## config.mk

```make
export PLATFORM = sky130hd
export DESIGN_NAME = pb_conditioner_flat
export DESIGN_NICKNAME = d
export VERILOG_FILES = /design/src/rtl/pb_conditioner_if.sv /design/src/rtl/pb_conditioner.sv /design/src/flat_wrapper.sv
export SDC_FILE = /design/constraint.sdc
export NUM_CORES = 1
export LEC_CHECK = 0
export CELL_PAD_IN_SITES_DETAIL_PLACEMENT = 0
export CELL_PAD_IN_SITES_GLOBAL_PLACEMENT = 1
export CORE_AREA = 2 2 121 93
export CTS_CLUSTER_DIAMETER = 100
export DETAILED_ROUTE_END_ITERATION = 8
export DIE_AREA = 0 0 123 95
export PLACE_DENSITY = 0.8
export SETUP_SLACK_MARGIN = 0.15
export SYNTH_ARGS = -nofsm -noshare
export SYNTH_HDL_FRONTEND = slang
export SYNTH_SLANG_ARGS = --single-unit
```

## constraint.sdc

```tcl
create_clock -name hz100 -period 3 [get_ports hz100]
set_input_delay 0.6 -clock hz100 [delete_from_list [all_inputs] [get_ports hz100]]
set_output_delay 0.6 -clock hz100 [all_outputs]
set_load 0.005 [all_outputs]
```

## src/rtl/pb_conditioner_if.sv

```systemverilog
// Pushbutton conditioner bundle: raw button levels in, debounced levels,
// press pulses, key code and press counter out.
interface pb_conditioner_if #(
    parameter int unsigned NBTN = 21
);
    logic [NBTN-1:0] pb;
    logic [NBTN-1:0] held;
    logic [NBTN-1:0] press;
    logic            strobe;
    logic [4:0]      code;
    logic [7:0]      count;

    // Stimulus side drives the raw buttons and observes the conditioned outputs.
    modport master (
        output pb,
        input  held, press, strobe, code, count
    );

    // Conditioner side.
    modport slave (
        input  pb,
        output held, press, strobe, code, count
    );
endinterface

```

## src/rtl/pb_conditioner.sv

```systemverilog
// Pushbutton conditioner: per-button 2-flop synchronizer and debounce,
// registered level and one-cycle press pulse, lowest-index key encoder with
// strobe, and a wrapping 8-bit press counter.
// Optional feature macro: PB_AUTOREPEAT_EN (re-pulse press every REPEAT cycles
// while a button stays held).
module pb_conditioner #(
    parameter int unsigned NBTN     = 21,
    parameter int unsigned DEBOUNCE = 2,
    parameter int unsigned REPEAT   = 50
) (
    input logic             hz100,
    input logic             reset,
    pb_conditioner_if.slave bus
);
    localparam int unsigned CW = (DEBOUNCE > 1) ? $clog2(DEBOUNCE) : 1;
    localparam logic [CW-1:0] CntLast = CW'(DEBOUNCE - 1);

    logic [NBTN-1:0] s1_q, s2_q;
    logic [NBTN-1:0] held_q, held_d;
    logic [CW-1:0]   cnt_q [NBTN];
    logic [CW-1:0]   cnt_d [NBTN];
    logic [NBTN-1:0] press_q, next_press, rep_fire;
    logic            strobe_q;
    logic [4:0]      code_q, code_d;
    logic [7:0]      count_q;

    // Debounce: held follows s2 only after DEBOUNCE consecutive differing cycles.
    always_comb begin
        held_d = held_q;
        for (int i = 0; i < NBTN; i++) begin
            cnt_d[i] = '0;
            if (s2_q[i] != held_q[i]) begin
                if (cnt_q[i] == CntLast) begin
                    held_d[i] = s2_q[i];
                end else begin
                    cnt_d[i] = cnt_q[i] + CW'(1);
                end
            end
        end
    end

`ifdef PB_AUTOREPEAT_EN
    localparam int unsigned RW = $clog2(REPEAT);
    localparam logic [RW-1:0] RepLast = RW'(REPEAT - 1);

    logic [RW-1:0] rep_q [NBTN];
    logic [RW-1:0] rep_d [NBTN];

    // Repeat timer runs only while held stays high across the edge, so it
    // restarts on every rise and never fires on the release edge.
    always_comb begin
        rep_fire = '0;
        for (int i = 0; i < NBTN; i++) begin
            rep_d[i] = '0;
            if (held_q[i] && held_d[i]) begin
                if (rep_q[i] == RepLast) begin
                    rep_fire[i] = 1'b1;
                end else begin
                    rep_d[i] = rep_q[i] + RW'(1);
                end
            end
        end
    end

    // Repeat timer state.
    always_ff @(posedge hz100 or negedge reset) begin
        if (!reset) begin
            rep_q <= '{default: '0};
        end else begin
            rep_q <= rep_d;
        end
    end
`else
    logic unused_repeat;
    assign unused_repeat = |REPEAT;
    assign rep_fire      = '0;
`endif

    assign next_press = (held_d & ~held_q) | rep_fire;

    // Lowest set bit wins; code holds its last value when nothing is pressed.
    always_comb begin
        code_d = code_q;
        for (int i = NBTN - 1; i >= 0; i--) begin
            if (next_press[i]) begin
                code_d = 5'(i);
            end
        end
    end

    // All conditioner state, including both synchronizer stages.
    always_ff @(posedge hz100 or negedge reset) begin
        if (!reset) begin
            s1_q     <= '0;
            s2_q     <= '0;
            held_q   <= '0;
            cnt_q    <= '{default: '0};
            press_q  <= '0;
            strobe_q <= 1'b0;
            code_q   <= '0;
            count_q  <= '0;
        end else begin
            s1_q     <= bus.pb;
            s2_q     <= s1_q;
            held_q   <= held_d;
            cnt_q    <= cnt_d;
            press_q  <= next_press;
            strobe_q <= |next_press;
            code_q   <= code_d;
            if (|next_press) begin
                count_q <= count_q + 8'd1;
            end
        end
    end

    assign bus.held   = held_q;
    assign bus.press  = press_q;
    assign bus.strobe = strobe_q;
    assign bus.code   = code_q;
    assign bus.count  = count_q;
endmodule

```

## src/flat_wrapper.sv

```systemverilog
// flat-port wrapper written by rule: the top's interface ports become plain ports
module pb_conditioner_flat 
#(
    parameter int unsigned NBTN     = 21,
    parameter int unsigned DEBOUNCE = 2,
    parameter int unsigned REPEAT   = 50
)
  (hz100, reset, bus_pb, bus_held, bus_press, bus_strobe, bus_code, bus_count);
  pb_conditioner_if #(.NBTN(NBTN)) bus_i ();
  input logic hz100;
  input logic reset;
  input wire logic [$bits(bus_i.pb)-1:0] bus_pb;
  output wire logic [$bits(bus_i.held)-1:0] bus_held;
  output wire logic [$bits(bus_i.press)-1:0] bus_press;
  output wire logic [$bits(bus_i.strobe)-1:0] bus_strobe;
  output wire logic [$bits(bus_i.code)-1:0] bus_code;
  output wire logic [$bits(bus_i.count)-1:0] bus_count;
  assign bus_i.pb = bus_pb;
  assign bus_held = bus_i.held;
  assign bus_press = bus_i.press;
  assign bus_strobe = bus_i.strobe;
  assign bus_code = bus_i.code;
  assign bus_count = bus_i.count;
  pb_conditioner #(.NBTN(NBTN), .DEBOUNCE(DEBOUNCE), .REPEAT(REPEAT)) u_core (.hz100(hz100), .reset(reset), .bus(bus_i));
endmodule
```

==> results.json <==
{
  "vdd_ir_drop_max_mv": 0.501,
  "cts_tree": "yes",
  "synth_area_um2": 4120,
  "placementRows": 33,
  "ant_nets": 0,
  "avgSynthCellArea_um2": 14.1,
  "place.gp.congestion": 0.764,
  "htreeDepth": 4,
  "clockRootBuffer": "clkbuf_16",
  "clockPowerShare_pct": 35.2,
  "cp_data_required_time_ns": 3.28,
  "synth_nets": 316,
  "fillers": 907,
  "wl_per_cell_um": 14.3,
  "drt-vias-per-instance": 4.62,
  "status": "finished clean",
  "ys_types": 39,
  "switching_share_pct": 26.6,
  "cp_slowest_cell": "or4_4",
  "multiInputGateArea_um2": 1040,
  "synth_edf_count": 0,
  "synth_flop_cell": "dfrtp_1",
  "post_cts_resized": 0,
  "antennaDiodeCount": 0,
  "overflow": 0,
  "grt_pass1_wl_um": 12900,
  "drive_gt1_share_pct": 12.2,
  "slew_violations": 0,
  "fmax_mhz": 455,
  "setup_viol": 0,
  "critPathCaptureType": "register",
  "drc": 0,
  "clock_skew_ns": 0.00696,
  "areaGrowthSynthToFinish_pct": 39.5,
  "postCtsHoldBufs": 0,
  "post-cts-setup-buffer-count": 0,
  "numCtsBuffers": 17,
  "clk-insertion-delay-late_ns": 0.40,
  "rsz0062_at_grt": "false",
  "initial_utilization_pct": 38.6,
  "core_um2": 10700,
  "gr-max-usage-layer": "met2",
  "grt_max_degree": 56,
  "synth.top_cell.area_share_pct": 72.4,
  "grtUsageTotal_pct": 15.3,
  "path_max_fanout": 10,
  "portBuffers": 78,
  "p_int_w": 0.00474,
  "die_w_um": 123,
  "final-seq-area_um2": 2980,
  "clockBufferDepth": 2,
  "hold_viol": 0,
  "clkSinkCount": 119,
  "grt_util_met1_pct": 19.6,
  "vias": 2499,
  "grt_util_met3_pct": 7.73,
  "final_area_um2": 5740,
  "grt_use_met2_pct": 22.0,
  "max_slew_margin_pct": 54.6,
  "antenna_found_initial": 0,
  "yosys-top-cells-area": "dfrtp_1 (72%), xnor2_1 (5.7%), mux2_2 (2.7%), nor2_1 (2.6%), and3b_1 (2.3%)",
  "pwr-share-seq_pct": 38.2,
  "cts.clk_slew.worst_paths_ns": 0.05,
  "worst-setup-path-type": "reg -> reg",
  "dr.pass1.iters": 4,
  "yosys.area.top_type": "dfrtp_1",
  "die_y_um": 95,
  "final_net_count": 413,
  "final_util_pct": 53.9,
  "wirelength_um": 7740,
  "crit_chain": "and3b_1 -> or4_4 -> nor4b_4 -> nand2_4 -> mux2_4",
  "grt_pass1_vias": 2580,
  "placed_cell_area_um2": 5070,
  "p_total_w": 0.00646,
  "drv_cap": 0,
  "dr.first_iter.drc_count": 139,
  "worst_pin_slew_ns": 0.680,
  "cellPowerDensity_nw_per_um2": 1120,
  "ys_ff_latch": 119,
  "fin_tns_setup_ns": 0,
  "ys_seq_area_share_pct": 72.4,
  "power_frac_comb_pct": 26.6,
  "p_leak_nw": 2.61,
  "dpl.hpwl_um": 5380,
  "pin_count": 79,
  "cp-start-kind": "register",
  "cpPeakStageDelay_ns": 0.57,
  "worst_ep_arrival_time_ns": 2.48,
  "synth_cells": 292,
  "yosysWarnings": 0,
  "hold_path.class": "in -> async",
  "switchingPower_w": 0.00172,
  "finalCritPeriodShare_pct": 73.2,
  "async_flop_share_pct": 100,
  "period_minus_slack_ns": 2.20,
  "fp.dieArea_um2": 11700
}
through the flow:
| step | hold slack (ns) | instances | setup slack, ns |
|---|---|---|---|
| 2_1_floorplan | 0.304 | 292 | 0.870 |
| 3_3_place_gp | 0.332 | 510 | 0.822 |
| 3_5_place_dp | 0.335 | 510 | 0.781 |
| 4_1_cts | 0.250 | 541 | 0.772 |
| 5_1_grt | 0.275 | 541 | 0.676 |
| 6_report | 0.235 | 541 | 0.804 |
layout make-up:
| class | instances | share of cell area [%] |
|---|---|---|
| Tap cell | 140 | 3.05 |
| Clock inverter | 9 | 3.40 |
| Inverter | 20 | 1.31 |
| Timing Repair Buffer | 81 | 13.9 |
| Sequential cell | 119 | 51.9 |
| Clock buffer | 22 | 8.26 |
| Multi-Input combinational cell | 150 | 18.2 |
registers in the layout, summed over array words and instances (netlist names):
register,count
u_core.bus.count,8
u_core.cnt_q,21
u_core.bus.strobe,1
u_core.bus.held,21
u_core.bus.press,21
u_core.s2_q,21
u_core.s1_q,21
u_core.bus.code,5
power groups by stage:
stage / Clock [W] / Combinational [W] / Sequential, W
2_1_floorplan: 0 / 0.000881 / 0.00245
3_3_place_gp: 0 / 0.00170 / 0.00246
3_5_place_dp: 0 / 0.00174 / 0.00250
4_1_cts: 0.00233 / 0.00175 / 0.00248
5_1_grt: 0.00240 / 0.00191 / 0.00255
6_report: 0.00227 / 0.00172 / 0.00247
final timing paths:
path | depth (start not counted) | slack [ns] | endpoint | startpoint
setup reg to reg | 5 | 0.80 | u_core.bus.code[2]$_DFFE_PN0P_ | u_core.bus.held[11]$_DFF_PN0_
hold reg to reg | 0 | 0.34 | u_core.s2_q[10]$_DFF_PN0_ | u_core.s1_q[10]$_DFF_PN0_
hold / removal | 1 | 0.24 | u_core.s1_q[4]$_DFF_PN0_ | reset
max in group asynchronous | 2 | 1.92 | u_core.cnt_q[9]$_DFF_PN0_ | reset
min in group hz100 | 0 | 0.34 | u_core.s2_q[10]$_DFF_PN0_ | u_core.s1_q[10]$_DFF_PN0_
setup / recovery | 5 | 0.80 | u_core.bus.code[2]$_DFFE_PN0P_ | u_core.bus.held[11]$_DFF_PN0_
Yosys cell counts, types with 2 or more instances:
cell type  instances
a21oi_1            2
and3b_1           11
and4_1             2
clkbuf_1           2
dfrtp_1          119
inv_1             19
mux2_2            10
mux2_4             2
nand2_1           13
nand3_1            3
nand3b_1           8
nand4_1            3
nor2_1            28
nor3_1             4
nor4_1             2
o21ai_0           15
xnor2_1           27
cells by family after synthesis:
family          share of synthesized area, %
fa+ha+maj                              0.304
buf+inv                                 2.28
xor+xnor                                5.96
simple gates                            11.2
flops                                   72.4
compound gates                          4.41
mux                                     3.47
per-layer routing:
metal  vias up  share of wire [%]  wire [µm]
li1       1174                  -          -
met4         0               0.71         55
met5         -                  0          0
met3         7                6.7        517
met2        58                 46       3590
met1      1260                 46       3570
worst max-delay path: cells and delay by family (launching register included):
family        cells  cell delay (ns)
mux               1             0.32
flops             1             0.39
simple gates      4             1.37
layout by cell type (no fill, tap or decap), types with 6 or more instances in the layout:
cell type / n
dfrtp_1: 119
clkdlybuf4s50_1: 77
nor2_1: 28
xnor2_1: 27
inv_1: 19
clkbuf_16: 17
o21ai_0: 15
nand2_1: 13
and3b_1: 11
mux2_2: 10
nand3b_1: 8
bufinv_16: 6
Note: power is estimated with default switching activity, not from simulation.
